<file path="src/rtl/mdrp_pkg.sv">
// Shared constants for the MDRP responder: opcodes, register indices,
// lock FSM state encoding and the register-file power-on table.
package mdrp_pkg;

    localparam logic [1:0] OPC_NOP = 2'b00;
    localparam logic [1:0] OPC_WR  = 2'b01;
    localparam logic [1:0] OPC_RD  = 2'b10;
    localparam logic [1:0] OPC_ILL = 2'b11;

    localparam int REG_NUM = 32;

    localparam logic [4:0] REG_IDX_0B  = 5'h0B;
    localparam logic [4:0] REG_IDX_0C  = 5'h0C;
    localparam logic [4:0] REG_IDX_ICP = 5'h11;
    localparam logic [4:0] REG_IDX_12  = 5'h12;

    typedef enum logic [1:0] {
        LOCK_RESET  = 2'd0,
        LOCK_COUNT  = 2'd1,
        LOCK_LOCKED = 2'd2,
        LOCK_FAIL   = 2'd3
    } lock_state_e;

    // Power-on contents of the register file.
    function automatic logic [7:0] reg_default(input logic [4:0] idx);
        logic [7:0] val;
        case (idx)
            REG_IDX_0B:  val = 8'h01;
            REG_IDX_0C:  val = 8'h80;
            REG_IDX_ICP: val = 8'h01;
            REG_IDX_12:  val = 8'h08;
            default:     val = 8'h00;
        endcase
        return val;
    endfunction

endpackage

</file>
<file path="src/rtl/mdrp_lock_model.sv">
// Behavioural PLL lock model: counts LOCK_DELAY cycles after reset release
// or after any register write, then locks only if the ICP code is good.
module mdrp_lock_model
    import mdrp_pkg::*;
#(
    parameter int         LOCK_DELAY = 1000,
    parameter logic [7:0] GOOD_MASK  = 8'h88
) (
    input  logic       i_clk,
    input  logic       i_rst_n,
    input  logic       i_pll_rst,
    input  logic       i_wr,
    input  logic [2:0] i_icp,
    output logic       o_lock
);

    localparam int CW = $clog2(LOCK_DELAY + 1);
    localparam logic [CW-1:0] CNT_LAST = CW'(LOCK_DELAY - 1);
    localparam logic [CW-1:0] CNT_MAX  = '1;

    lock_state_e   r_state;
    lock_state_e   w_state_next;
    logic [CW-1:0] r_cnt;
    logic [CW-1:0] w_cnt_next;

    always_ff @(posedge i_clk or negedge i_rst_n) begin
        if (!i_rst_n) begin
            r_state <= LOCK_RESET;
            r_cnt   <= '0;
        end else begin
            r_state <= w_state_next;
            r_cnt   <= w_cnt_next;
        end
    end

    always_comb begin
        w_state_next = r_state;
        w_cnt_next   = r_cnt;
        if (i_pll_rst) begin
            w_state_next = LOCK_RESET;
            w_cnt_next   = '0;
        end else begin
            case (r_state)
                LOCK_RESET: begin
                    w_state_next = LOCK_COUNT;
                    w_cnt_next   = '0;
                end
                LOCK_COUNT: begin
                    if (i_wr) begin
                        w_cnt_next = '0;
                    end else if (r_cnt == CNT_LAST) begin
                        w_state_next = GOOD_MASK[i_icp] ? LOCK_LOCKED : LOCK_FAIL;
                    end else if (r_cnt != CNT_MAX) begin
                        w_cnt_next = r_cnt + CW'(1);
                    end
                end
                LOCK_LOCKED, LOCK_FAIL: begin
                    // Any reconfiguration write forces a fresh lock attempt.
                    if (i_wr) begin
                        w_state_next = LOCK_COUNT;
                        w_cnt_next   = '0;
                    end
                end
                default: w_state_next = LOCK_RESET;
            endcase
        end
    end

    assign o_lock = (r_state == LOCK_LOCKED);

endmodule

</file>
<file path="src/rtl/mdrp_responder.sv">
// MDRP-style register responder with auto-increment pointer and PLL lock model.
// Optional protocol error counter enabled by defining MDRP_RESP_ERRCHK_EN.
module mdrp_responder
    import mdrp_pkg::*;
#(
    parameter int         LOCK_DELAY = 1000,
    parameter logic [7:0] GOOD_MASK  = 8'h88
) (
    input  logic       I_MD_CLK,
    input  logic       I_RST_N,
    input  logic       I_PLL_RST,
    input  logic       I_MD_INC,
    input  logic [1:0] I_MD_OPC,
    input  logic [7:0] I_MD_WR_DATA,
    output logic [7:0] O_MD_RD_DATA,
    output logic       O_LOCK,
    output logic [7:0] O_ERR_CNT
);

    logic [7:0] r_addr;
    logic       r_pll_rst_prev;
    logic [7:0] r_rd_data;
    logic [7:0] r_regs [REG_NUM];

    logic w_wr;
    logic w_rd;
    logic w_in_range;
    logic w_pll_chg;

    assign w_wr       = (I_MD_OPC == OPC_WR);
    assign w_rd       = (I_MD_OPC == OPC_RD);
    assign w_in_range = (r_addr < 8'(REG_NUM));
    assign w_pll_chg  = (I_PLL_RST != r_pll_rst_prev);

    // A PLL reset edge in either direction re-homes the pointer, even over INC.
    always_ff @(posedge I_MD_CLK or negedge I_RST_N) begin
        if (!I_RST_N) begin
            r_addr         <= 8'h00;
            r_pll_rst_prev <= 1'b1;
        end else begin
            r_pll_rst_prev <= I_PLL_RST;
            if (w_pll_chg) begin
                r_addr <= 8'h00;
            end else if (I_MD_INC) begin
                r_addr <= r_addr + 8'd1;
            end
        end
    end

    always_ff @(posedge I_MD_CLK or negedge I_RST_N) begin
        if (!I_RST_N) begin
            for (int i = 0; i < REG_NUM; i++) begin
                r_regs[i] <= reg_default(5'(i));
            end
        end else if (w_wr && w_in_range) begin
            r_regs[r_addr[4:0]] <= I_MD_WR_DATA;
        end
    end

    always_ff @(posedge I_MD_CLK or negedge I_RST_N) begin
        if (!I_RST_N) begin
            r_rd_data <= 8'h00;
        end else if (w_rd) begin
            r_rd_data <= w_in_range ? r_regs[r_addr[4:0]] : 8'h00;
        end
    end

    assign O_MD_RD_DATA = r_rd_data;

    mdrp_lock_model #(
        .LOCK_DELAY (LOCK_DELAY),
        .GOOD_MASK  (GOOD_MASK)
    ) u_lock (
        .i_clk     (I_MD_CLK),
        .i_rst_n   (I_RST_N),
        .i_pll_rst (I_PLL_RST),
        .i_wr      (w_wr),
        .i_icp     (r_regs[REG_IDX_ICP][2:0]),
        .o_lock    (O_LOCK)
    );

`ifdef MDRP_RESP_ERRCHK_EN
    logic [7:0] r_err_cnt;
    logic       w_err;

    assign w_err = (I_MD_OPC == OPC_ILL) || (w_wr && !w_in_range) ||
                   (I_MD_INC && (r_addr == 8'hFF));

    always_ff @(posedge I_MD_CLK or negedge I_RST_N) begin
        if (!I_RST_N) begin
            r_err_cnt <= 8'h00;
        end else if (w_err && (r_err_cnt != 8'hFF)) begin
            r_err_cnt <= r_err_cnt + 8'd1;
        end
    end

    assign O_ERR_CNT = r_err_cnt;
`else
    assign O_ERR_CNT = 8'h00;
`endif

endmodule

</file>
<file path="config.mk">
export PLATFORM = sky130hd
export DESIGN_NAME = mdrp_responder
export DESIGN_NICKNAME = d
export VERILOG_FILES = /design/src/rtl/mdrp_pkg.sv /design/src/rtl/mdrp_lock_model.sv /design/src/rtl/mdrp_responder.sv
export SDC_FILE = /design/constraint.sdc
export NUM_CORES = 1
export LEC_CHECK = 0
export BUFFER_PORTS_ARGS = -buffer_cell sky130_fd_sc_hd__buf_4
export CAP_MARGIN = 25
export CORE_AREA = 2 2 192 194
export CTS_BUF_LIST = sky130_fd_sc_hd__clkbuf_4
export CTS_CLUSTER_DIAMETER = 40
export DETAILED_ROUTE_END_ITERATION = 7
export DIE_AREA = 0 0 194 196
export PLACE_DENSITY = 0.55
export SETUP_SLACK_MARGIN = 0.1
export SYNTH_ARGS = -nofsm -noshare
export SYNTH_HDL_FRONTEND = slang
export SYNTH_HIERARCHICAL = 1
export SYNTH_SLANG_ARGS = --single-unit
</file>
<file path="constraint.sdc">
create_clock -name I_MD_CLK -period 2.7 [get_ports I_MD_CLK]
set_input_delay 0.54 -clock I_MD_CLK [delete_from_list [all_inputs] [get_ports I_MD_CLK]]
set_output_delay 0.54 -clock I_MD_CLK [all_outputs]
set_load 0.05 [all_outputs]
</file>
==> qor.yml, run 1 <==
grt-ovfl-total: 0
synthFlopType: "dfrtp_1"
finalMaxSlewViolations: 0
worstMarginPinSlew_ps: 654
initial_core_util_pct: 37.4
hold_viol: 0
yosysTopAreaCell: "dfrtp_1"
antenna_left: 0
clk_pin_slew_ps: 60
synth_edf_count: 0
design.core.area_sq_um: 36100
place.gp.congestion: 0.827
crit_start: "r_addr[4]$_DFFE_PN0P_"
slew_headroom_pct: 56.0
ff2ff_path_depth: 6
met3_usage_pct: 4.33
nets: 1093
drive_gt1_share_pct: 44.5
status: "completed"
finalCriticalPeriod_ps: 2500
drv_cap: 0
die_area_sq_um: 38000
grt_pass1_wl_um: 53600
startpoint_type: "register"
clockRootBuffer: "clkbuf_4"
post_drt_wl_per_cell_um: 21.2
port-buffer-count: 22
final_cells: 1607
fin_crit_sh_pct: 92.7
r2r_start: "r_addr[4]$_DFFE_PN0P_"
max_freq_mhz: 400
rsz0062_at_grt: "no"
ios: 31
reg2reg_slack_ps: 200
fin_tns_setup_ps: 0
clkSinkCount: 285
ys_types: 57
dpl.hpwl_um: 22500
cts.path.max_buffers: 3
ys_seq_area_share_pct: 52.8
die_h_um: 196
area_growth_pct: 13.8
internal_power_mw: 7.42
rr_endpoint: "O_MD_RD_DATA[7]$_DFFE_PN0N_"
final_cell_mix: "dfrtp_1, mux2_2, clkbuf_4"
worstHoldPathType: "in -> reg"
arrival_ps: 3090
ir_drop_uv: 375
finalSetupViolations: 0
worstSetupEndpoint: "O_MD_RD_DATA[7]$_DFFE_PN0N_"
dp.cells: 1457
synth.top_cell.area_share_pct: 51.9
avgSynthCellArea_sq_um: 13.6
timing.hold.ws_ps: 184
p_comb_share_pct: 13.7
grt_pass1_vias: 8808
grtUsageMet1_pct: 27.2
track_usage_pct: 18.3
fin_skew_ps: 34.6
drc_errors: 0
drt-pass1-iter-count: 4
viasPerCell: 5.30
crit_path_max_fanout: 10
async_reset_ff_share_pct: 100
gr-max-usage-layer: "met1"
p_total_mw: 10.3
fp-row-count: 70
vias: 8512
critical_path_class: "reg -> reg"
syn-cell-area_sq_um: 13500
numCtsBuffers: 81
powerDensity_nw_per_um2: 667
grt_start_max_net_pins: 74
synth_area_leaders: "dfrtp_1, mux2_2, mux2i_1"
ys_ff_latch: 285
yosysWarnings: 6
syn_inst: 997
clk-insertion-delay-late_ps: 720
cts_tree: "built"
cp.required_ps: 3290
htreeDepth: 3
met2_usage_pct: 26.1
layout_commonest_cell: "dfrtp_1"
seqPwrFrac_pct: 46.1
first_iter_violations: 383
leakage_nw: 7.38
die_x_um: 194
power_frac_clock_pct: 40.2
finalWirelength_um: 34000
cp-end-kind: "register"
power_switching_mw: 2.83
switching_share_pct: 27.6
cts_setup_buffers: 0
antenna_found_initial: 1
[final cells by class]
type / instances / area [sq um]
Fill cell: 3455 / 20700
Sequential cell: 285 / 7140
Multi-Input combinational cell: 637 / 5960
Clock buffer: 132 / 991
Timing Repair Buffer: 66 / 596
Tap cell: 468 / 586
Clock inverter: 15 / 85.1
Inverter: 3 / 11.3
Antenna cell: 1 / 2.50
[worst max-delay path, stage by stage, from the launching register on]
cell and delay [ps]:
dfrtp_1 520, buf_4 260, nand4b_1 360, o22ai_1 250
nor4_1 630, nand2_1 120, a22o_1 220
[cells in the mapped netlist, types with 6 or more instances]
| library cell | instances |
|---|---|
| buf_4 | 16 |
| mux2i_1 | 129 |
| nand4_1 | 7 |
| and3_1 | 6 |
| buf_2 | 22 |
| clkbuf_1 | 33 |
| dfrtp_1 | 280 |
| nor2_1 | 14 |
| a22o_1 | 9 |
| o22ai_1 | 64 |
| nand2_2 | 28 |
| nand2_1 | 16 |
| xor2_1 | 6 |
| buf_6 | 6 |
| nor4_1 | 18 |
| mux2_2 | 252 |
[cells by family (layout without fill, tap and decap cells)]
logic type,count (synthesis),count (layout),share of synthesized area (%)
AO/OA/AOI/OAI,90,90,4.72
buffers and inverters,82,216,3.27
other,1,9,0.0278
AND/OR/NAND/NOR,139,139,7.12
multiplexers,386,386,31.0
adder cells (fa/ha/maj),5,5,0.463
flip-flops,285,285,52.8
XOR/XNOR,9,9,0.583
[power groups by stage]
stage	clock (mW)	combinational [mW]	sequential, mW
floorplan	0	0.800	4.85
global placement	0	1.41	4.80
detailed placement	0	1.42	4.80
CTS	4.27	1.42	4.73
global route	4.51	1.51	4.76
finish	4.12	1.41	4.73
[per-layer routing]
metal	up-vias	routed length, um	share of wire (%)
li1	3893	-	-
met1	4383	17200	51
met2	173	14500	42
met3	63	1440	4.2
met4	0	866	2.5
met5	-	0	0
[registers in the layout, indices dropped and copies added, names as in the netlist]
signal and flops:
r_regs 256, u_lock/r_cnt 10, O_MD_RD_DATA 8, r_addr 8
u_lock/r_state 2, r_pll_rst_prev 1
[metrics by stage]
| step | utilization [%] | setup slack, ps | instance area (sq um) |
|---|---|---|---|
| final | 42.6 | 197 | 15400 |
| after detailed placement | 39.5 | 210 | 14300 |
| after floorplan | - | 628 | 13500 |
| after global placement | 39.5 | 211 | 14300 |
| after global routing | 42.6 | 153 | 15400 |
| after CTS | 42.6 | 163 | 15400 |
[worst min path at each step]
stage                             from                          end  slack, ps  cells past startpoint
5_1_grt                       I_MD_INC        r_addr[1]$_DFFE_PN0P_        160                      3
3_3_place_gp   r_regs[158]$_DFFE_PN0P_      r_regs[158]$_DFFE_PN0P_        470                      1
6_report                      I_MD_INC        r_addr[0]$_DFFE_PN0P_        180                      3
3_5_place_dp   r_regs[158]$_DFFE_PN0P_      r_regs[158]$_DFFE_PN0P_        480                      1
4_1_cts                       I_MD_INC        r_addr[0]$_DFFE_PN0P_        120                      3
2_1_floorplan                  I_RST_N  O_MD_RD_DATA[0]$_DFFE_PN0N_        240                      0
[timing repair]
| item | in CTS | in global routing |
|---|---|---|
| endpoints found under the setup margin | 0 | 1 |
| hold buffers | 2 | 0 |
| resized for setup | 0 | 1 |
| endpoints found under the hold margin | 54 | 0 |
Note: power is estimated with default switching activity, not from simulation.
==> run 2: changes to the inputs <==
==> constraint.sdc (replaced) <==
create_clock -name I_MD_CLK -period 2.85 [get_ports I_MD_CLK]
set_input_delay 0.57 -clock I_MD_CLK [delete_from_list [all_inputs] [get_ports I_MD_CLK]]
set_output_delay 0.57 -clock I_MD_CLK [all_outputs]
set_load 0.05 [all_outputs]
==> qor.yml, run 2 (same netlist as run 1, synthesis figures left out) <==
nets: 1090
track_usage_pct: 18.3
fp-row-count: 70
clockRootBuffer: "clkbuf_4"
clkSinkCount: 285
worstHoldPathType: "in -> reg"
grt_pass1_wl_um: 53300
cts_resized: 0
r2r_start: "r_addr[0]$_DFFE_PN0P_"
critical_path_class: "reg -> reg"
die_x_um: 194
largest_reg_flops: 256
hp-start: "I_MD_INC"
crit_family: "flip-flops"
finalWirelength_um: 34000
clk_pin_slew_ps: 60
slew_headroom_pct: 49.8
cpPeakStageDelay_ps: 670
powerDensity_nw_per_um2: 627
place.gp.congestion: 0.806
cp-end-kind: "register"
startpoint_type: "register"
vias: 8532
ir_drop_uv: 376
leakage_nw: 7.36
final_area_sq_um: 15300
crit_buf_inv: 1
design.core.area_sq_um: 36100
fin_util_pct: 42.5
area_growth_pct: 13.5
fin_tns_setup_ps: 0
die_h_um: 196
grt-ovfl-total: 0
cts.path.max_buffers: 3
max_freq_mhz: 407
clk-insertion-delay-late_ps: 730
layout_commonest_cell: "dfrtp_1"
initial_core_util_pct: 37.4
crit_chain: "buf_12 -> mux2i_1 -> o22ai_1 -> nor4_1 -> nand2_1 -> a22o_1"
grt_start_max_net_pins: 76
cts_tree: "built"
port-buffer-count: 22
antenna_found_initial: 3
status: "completed"
rsz0062_at_grt: "no"
hold_viol: 0
finalMaxSlewViolations: 0
ios: 31
fin_skew_ps: 48.0
dpl-instance-area_sq_um: 14300
die_area_sq_um: 38000
final_cell_mix: "dfrtp_1, mux2_2, clkbuf_4"
finalCriticalPeriod_ps: 2450
viasPerCell: 5.32
largest-register: "r_regs"
crit_path_max_fanout: 26
post_drt_wl_per_cell_um: 21.2
numCtsBuffers: 80
finalSetupViolations: 0
drive_gt1_share_pct: 44.5
crit_start: "r_addr[0]$_DFFE_PN0P_"
worstMarginPinSlew_ps: 751
grt_pass1_vias: 8686
cp.required_ps: 3470
timing.hold.ws_ps: 193
fin_crit_sh_pct: 86.1
arrival_ps: 3080
drt-pass1-iter-count: 4
slowest_stage: "dfrtp_4"
antenna_left: 0
first_iter_violations: 423
drv_cap: 0
htreeDepth: 3
top_regs: "r_regs (256), u_lock/r_cnt (10)"
drc_errors: 0
dpl.hpwl_um: 22300
[run 2: cell types whose count changed in the layout (fill, tap and decap cells not counted)]
cell / delta
buf_12: +1
buf_4: -3
clkbuf_4: +1
bufinv_16: -1
nor4_1: +1
nor4_2: -1
inv_2: +1
clkinv_1: -4
diode_2: +1
[run 2: area by class of cell]
| type | count | area [sq um] |
|---|---|---|
| repair buffers | 64 | 593 |
| fillers | 3408 | 20700 |
| clock inverters | 11 | 43.8 |
| clock buffers | 133 | 998 |
| flip-flops and latches | 285 | 7140 |
| diodes | 2 | 5.00 |
| inverters | 3 | 11.3 |
| well taps | 468 | 586 |
| multi-input cells | 637 | 5960 |
[run 2: path summary, 6_finish.rpt]
check | to | slack [ps] | cells past startpoint
worst min-delay path | r_addr[0]$_DFFE_PN0P_ | 190 | 3
max in group asynchronous | r_regs[30]$_DFFE_PN0P_ | 1570 | 3
worst max-delay path | O_MD_RD_DATA[4]$_DFFE_PN0N_ | 400 | 6
min in group asynchronous | u_lock/r_cnt[1]$_DFFE_PN0P_ | 410 | 2
worst min register to register | r_regs[242]$_DFFE_PN0P_ | 490 | 1
worst max register to register | O_MD_RD_DATA[4]$_DFFE_PN0N_ | 400 | 6
[run 2: per-layer routing]
layer	up-vias	part of all wire, %	wire length, um	global-route usage (%)
met5	-	0	0	0
met4	0	1.3	447	4.80
met3	39	5.3	1810	4.74
met2	200	43	14700	26.3
met1	4396	50	17100	27.3
li1	3897	-	-	-
[run 2: stage by stage]
stage | std cells | setup slack (ps) | total power, mW
global placement | 1455 | 378 | 5.89
finish | 1603 | 396 | 9.61
CTS | 1601 | 394 | 9.76
global route | 1603 | 276 | 10.1
floorplan | 1004 | 778 | 5.35
detailed placement | 1455 | 390 | 5.91
[run 2: tightest hold or removal path: stages]
cell and delay, ps:
buf_4 160, xnor2_1 80, nor2_1 70
[run 2: report_power, final]
group	switching [mW]	total, mW	internal (mW)
clock network	1.70	3.79	2.09
registers	0.170	4.46	4.29
logic	0.804	1.36	0.560
[run 2: what timing repair did]
item,4_1_cts,5_1_grt
hold buffers,2,0
hold endpoints to repair,61,0
setup buffers,0,0
==> run 3: changes to the inputs <==
--- a/config.mk
+++ b/config.mk
@@ -7,12 +7,14 @@
 export LEC_CHECK = 0
 export BUFFER_PORTS_ARGS = -buffer_cell sky130_fd_sc_hd__buf_4
 export CAP_MARGIN = 25
+export CELL_PAD_IN_SITES_DETAIL_PLACEMENT = 0
+export CELL_PAD_IN_SITES_GLOBAL_PLACEMENT = 2
 export CORE_AREA = 2 2 192 194
 export CTS_BUF_LIST = sky130_fd_sc_hd__clkbuf_4
 export CTS_CLUSTER_DIAMETER = 40
 export DETAILED_ROUTE_END_ITERATION = 7
 export DIE_AREA = 0 0 194 196
-export PLACE_DENSITY = 0.55
+export PLACE_DENSITY = 0.71
 export SETUP_SLACK_MARGIN = 0.1
 export SYNTH_ARGS = -nofsm -noshare
 export SYNTH_HDL_FRONTEND = slang
==> constraint.sdc (replaced) <==
create_clock -name I_MD_CLK -period 2.55 [get_ports I_MD_CLK]
set_input_delay 0.51 -clock I_MD_CLK [delete_from_list [all_inputs] [get_ports I_MD_CLK]]
set_output_delay 0.51 -clock I_MD_CLK [all_outputs]
set_load 0.05 [all_outputs]
==> qor.yml, run 3 (same netlist as run 1, synthesis figures left out) <==
grt_pass1_vias: 8851
critical_path_class: "reg -> reg"
clockRootBuffer: "clkbuf_4"
power_switching_mw: 2.90
seqPwrFrac_pct: 47.5
fin_skew_ps: 42.4
cts.path.max_buffers: 3
internal_power_mw: 7.58
grt_start_max_net_pins: 73
numCtsBuffers: 80
fin_crit_sh_pct: 92.0
cpPeakStageDelay_ps: 570
cp.required_ps: 3160
crit_path_max_fanout: 25
initial_core_util_pct: 37.4
final_cells: 1598
worstMarginPinSlew_ps: 732
hold_viol: 0
antenna_left: 0
layout_commonest_cell: "dfrtp_1"
post_drt_wl_per_cell_um: 21.5
finalMaxSlewViolations: 0
rsz0062_at_grt: "no"
finalWirelength_um: 34400
ios: 31
nets: 1102
grt-ovfl-total: 0
fp-row-count: 70
leakage_nw: 7.36
worstHoldPathType: "in -> reg"
die_x_um: 194
startpoint_type: "register"
multi_input_area_sq_um: 5970
viasPerCell: 5.34
antenna_found_initial: 1
dp.cells: 1463
drt-pass1-iter-count: 5
slew_headroom_pct: 51.1
cp-end-kind: "register"
clk_pin_slew_ps: 70
top_regs: "r_regs (256), u_lock/r_cnt (10)"
whs_path_depth: 3
p_comb_share_pct: 14.3
grt_pass1_wl_um: 53800
regArea_sq_um: 7140
drive_gt1_share_pct: 44.5
p_total_mw: 10.5
drv_cap: 0
arrival_ps: 2960
final_cell_mix: "dfrtp_1, mux2_2, mux2i_1"
max_freq_mhz: 426
area_growth_pct: 13.5
n_fill_cell: 3443
first_iter_violations: 425
switching_share_pct: 27.7
port-buffer-count: 22
htreeDepth: 3
slowest_stage: "dfrtp_4"
status: "completed"
cts_tree: "built"
critPathMostFrequentCell: "buf_4"
clk-insertion-delay-late_ps: 750
powerDensity_nw_per_um2: 683
dpl.hpwl_um: 22700
largest_reg_flops: 256
track_usage_pct: 18.5
place.gp.congestion: 0.779
largest-register: "r_regs"
design.core.area_sq_um: 36100
power_frac_clock_pct: 38.2
crit_chain: "buf_12 -> buf_4 -> mux2i_1 -> o22ai_1 -> nor4_2 -> buf_4 -> nand2_1 -> a22o_1"
die_area_sq_um: 38000
clkSinkCount: 285
die_h_um: 196
finalCriticalPeriod_ps: 2350
vias: 8540
ir_drop_uv: 305
finalSetupViolations: 0
ff2ff_path_depth: 8
drc_errors: 0
run 3: power by group through the flow:
stage | registers [mW] | logic [mW] | clock network (mW)
2_1_floorplan | 5.14 | 0.848 | 0
3_3_place_gp | 5.05 | 1.48 | 0
3_5_place_dp | 5.06 | 1.49 | 0
4_1_cts | 4.98 | 1.50 | 4.15
5_1_grt | 5.00 | 1.60 | 4.38
6_report | 4.97 | 1.50 | 4.01
run 3: final timing paths:
check,startpoint,endpoint,slack (ps)
min in group asynchronous,I_RST_N,u_lock/r_cnt[4]$_DFFE_PN0P_,290
min reg2reg,r_regs[106]$_DFFE_PN0P_,r_regs[106]$_DFFE_PN0P_,490
max in group asynchronous,I_RST_N,r_regs[159]$_DFFE_PN1P_,1490
max reg2reg,r_addr[0]$_DFFE_PN0P_,O_MD_RD_DATA[7]$_DFFE_PN0N_,200
max,r_addr[0]$_DFFE_PN0P_,O_MD_RD_DATA[7]$_DFFE_PN0N_,200
min,I_MD_INC,r_addr[1]$_DFFE_PN0P_,120
run 3: per-stage QoR:
stage               setup slack (ps)  util [%]  hold slack, ps  TNS, ps  area (sq um)
floorplan                        478         -             214        0         13500
global placement               -5.32      39.7             451    -5.32         14300
detailed placement             -30.0      39.7             456    -30.0         14300
CTS                              150      42.4            72.7        0         15300
global route                     114      42.5             105        0         15300
finish                           204      42.5             123        0         15300
run 3: critical path: cells and delay by family, from the launching register on:
family / cells / cell delay [ps]
AND/OR/NAND/NOR: 2 / 450
multiplexers: 1 / 250
AO/OA/AOI/OAI: 2 / 320
flip-flops: 1 / 570
buffers and inverters: 3 / 640
run 3: layout make-up:
class	count	share of cell area (%)
sequential	285	46.6
multi-input combinational	637	38.9
clock buffer	116	5.68
timing repair buffer	76	4.45
tap	468	3.82
clock inverter	12	0.465
inverter	3	0.0734
antenna	1	0.0163
run 3: per-layer routing:
layer  vias up  GRT usage (%)  routed length, um
met2       146           27.5              15300
met3        53           3.85               1240
met1      4443           26.9              17000
li1       3898              -                  -
met4         0           6.03                761
met5         -              0                  0
run 3: repair_timing:
| item | CTS | global route |
|---|---|---|
| setup endpoints to repair | 2 | 4 |
| hold buffers | 2 | 0 |
| resized for setup | 2 | 1 |
| hold endpoints to repair | 47 | 0 |
| cloned | 0 | 0 |
| setup buffers | 0 | 4 |
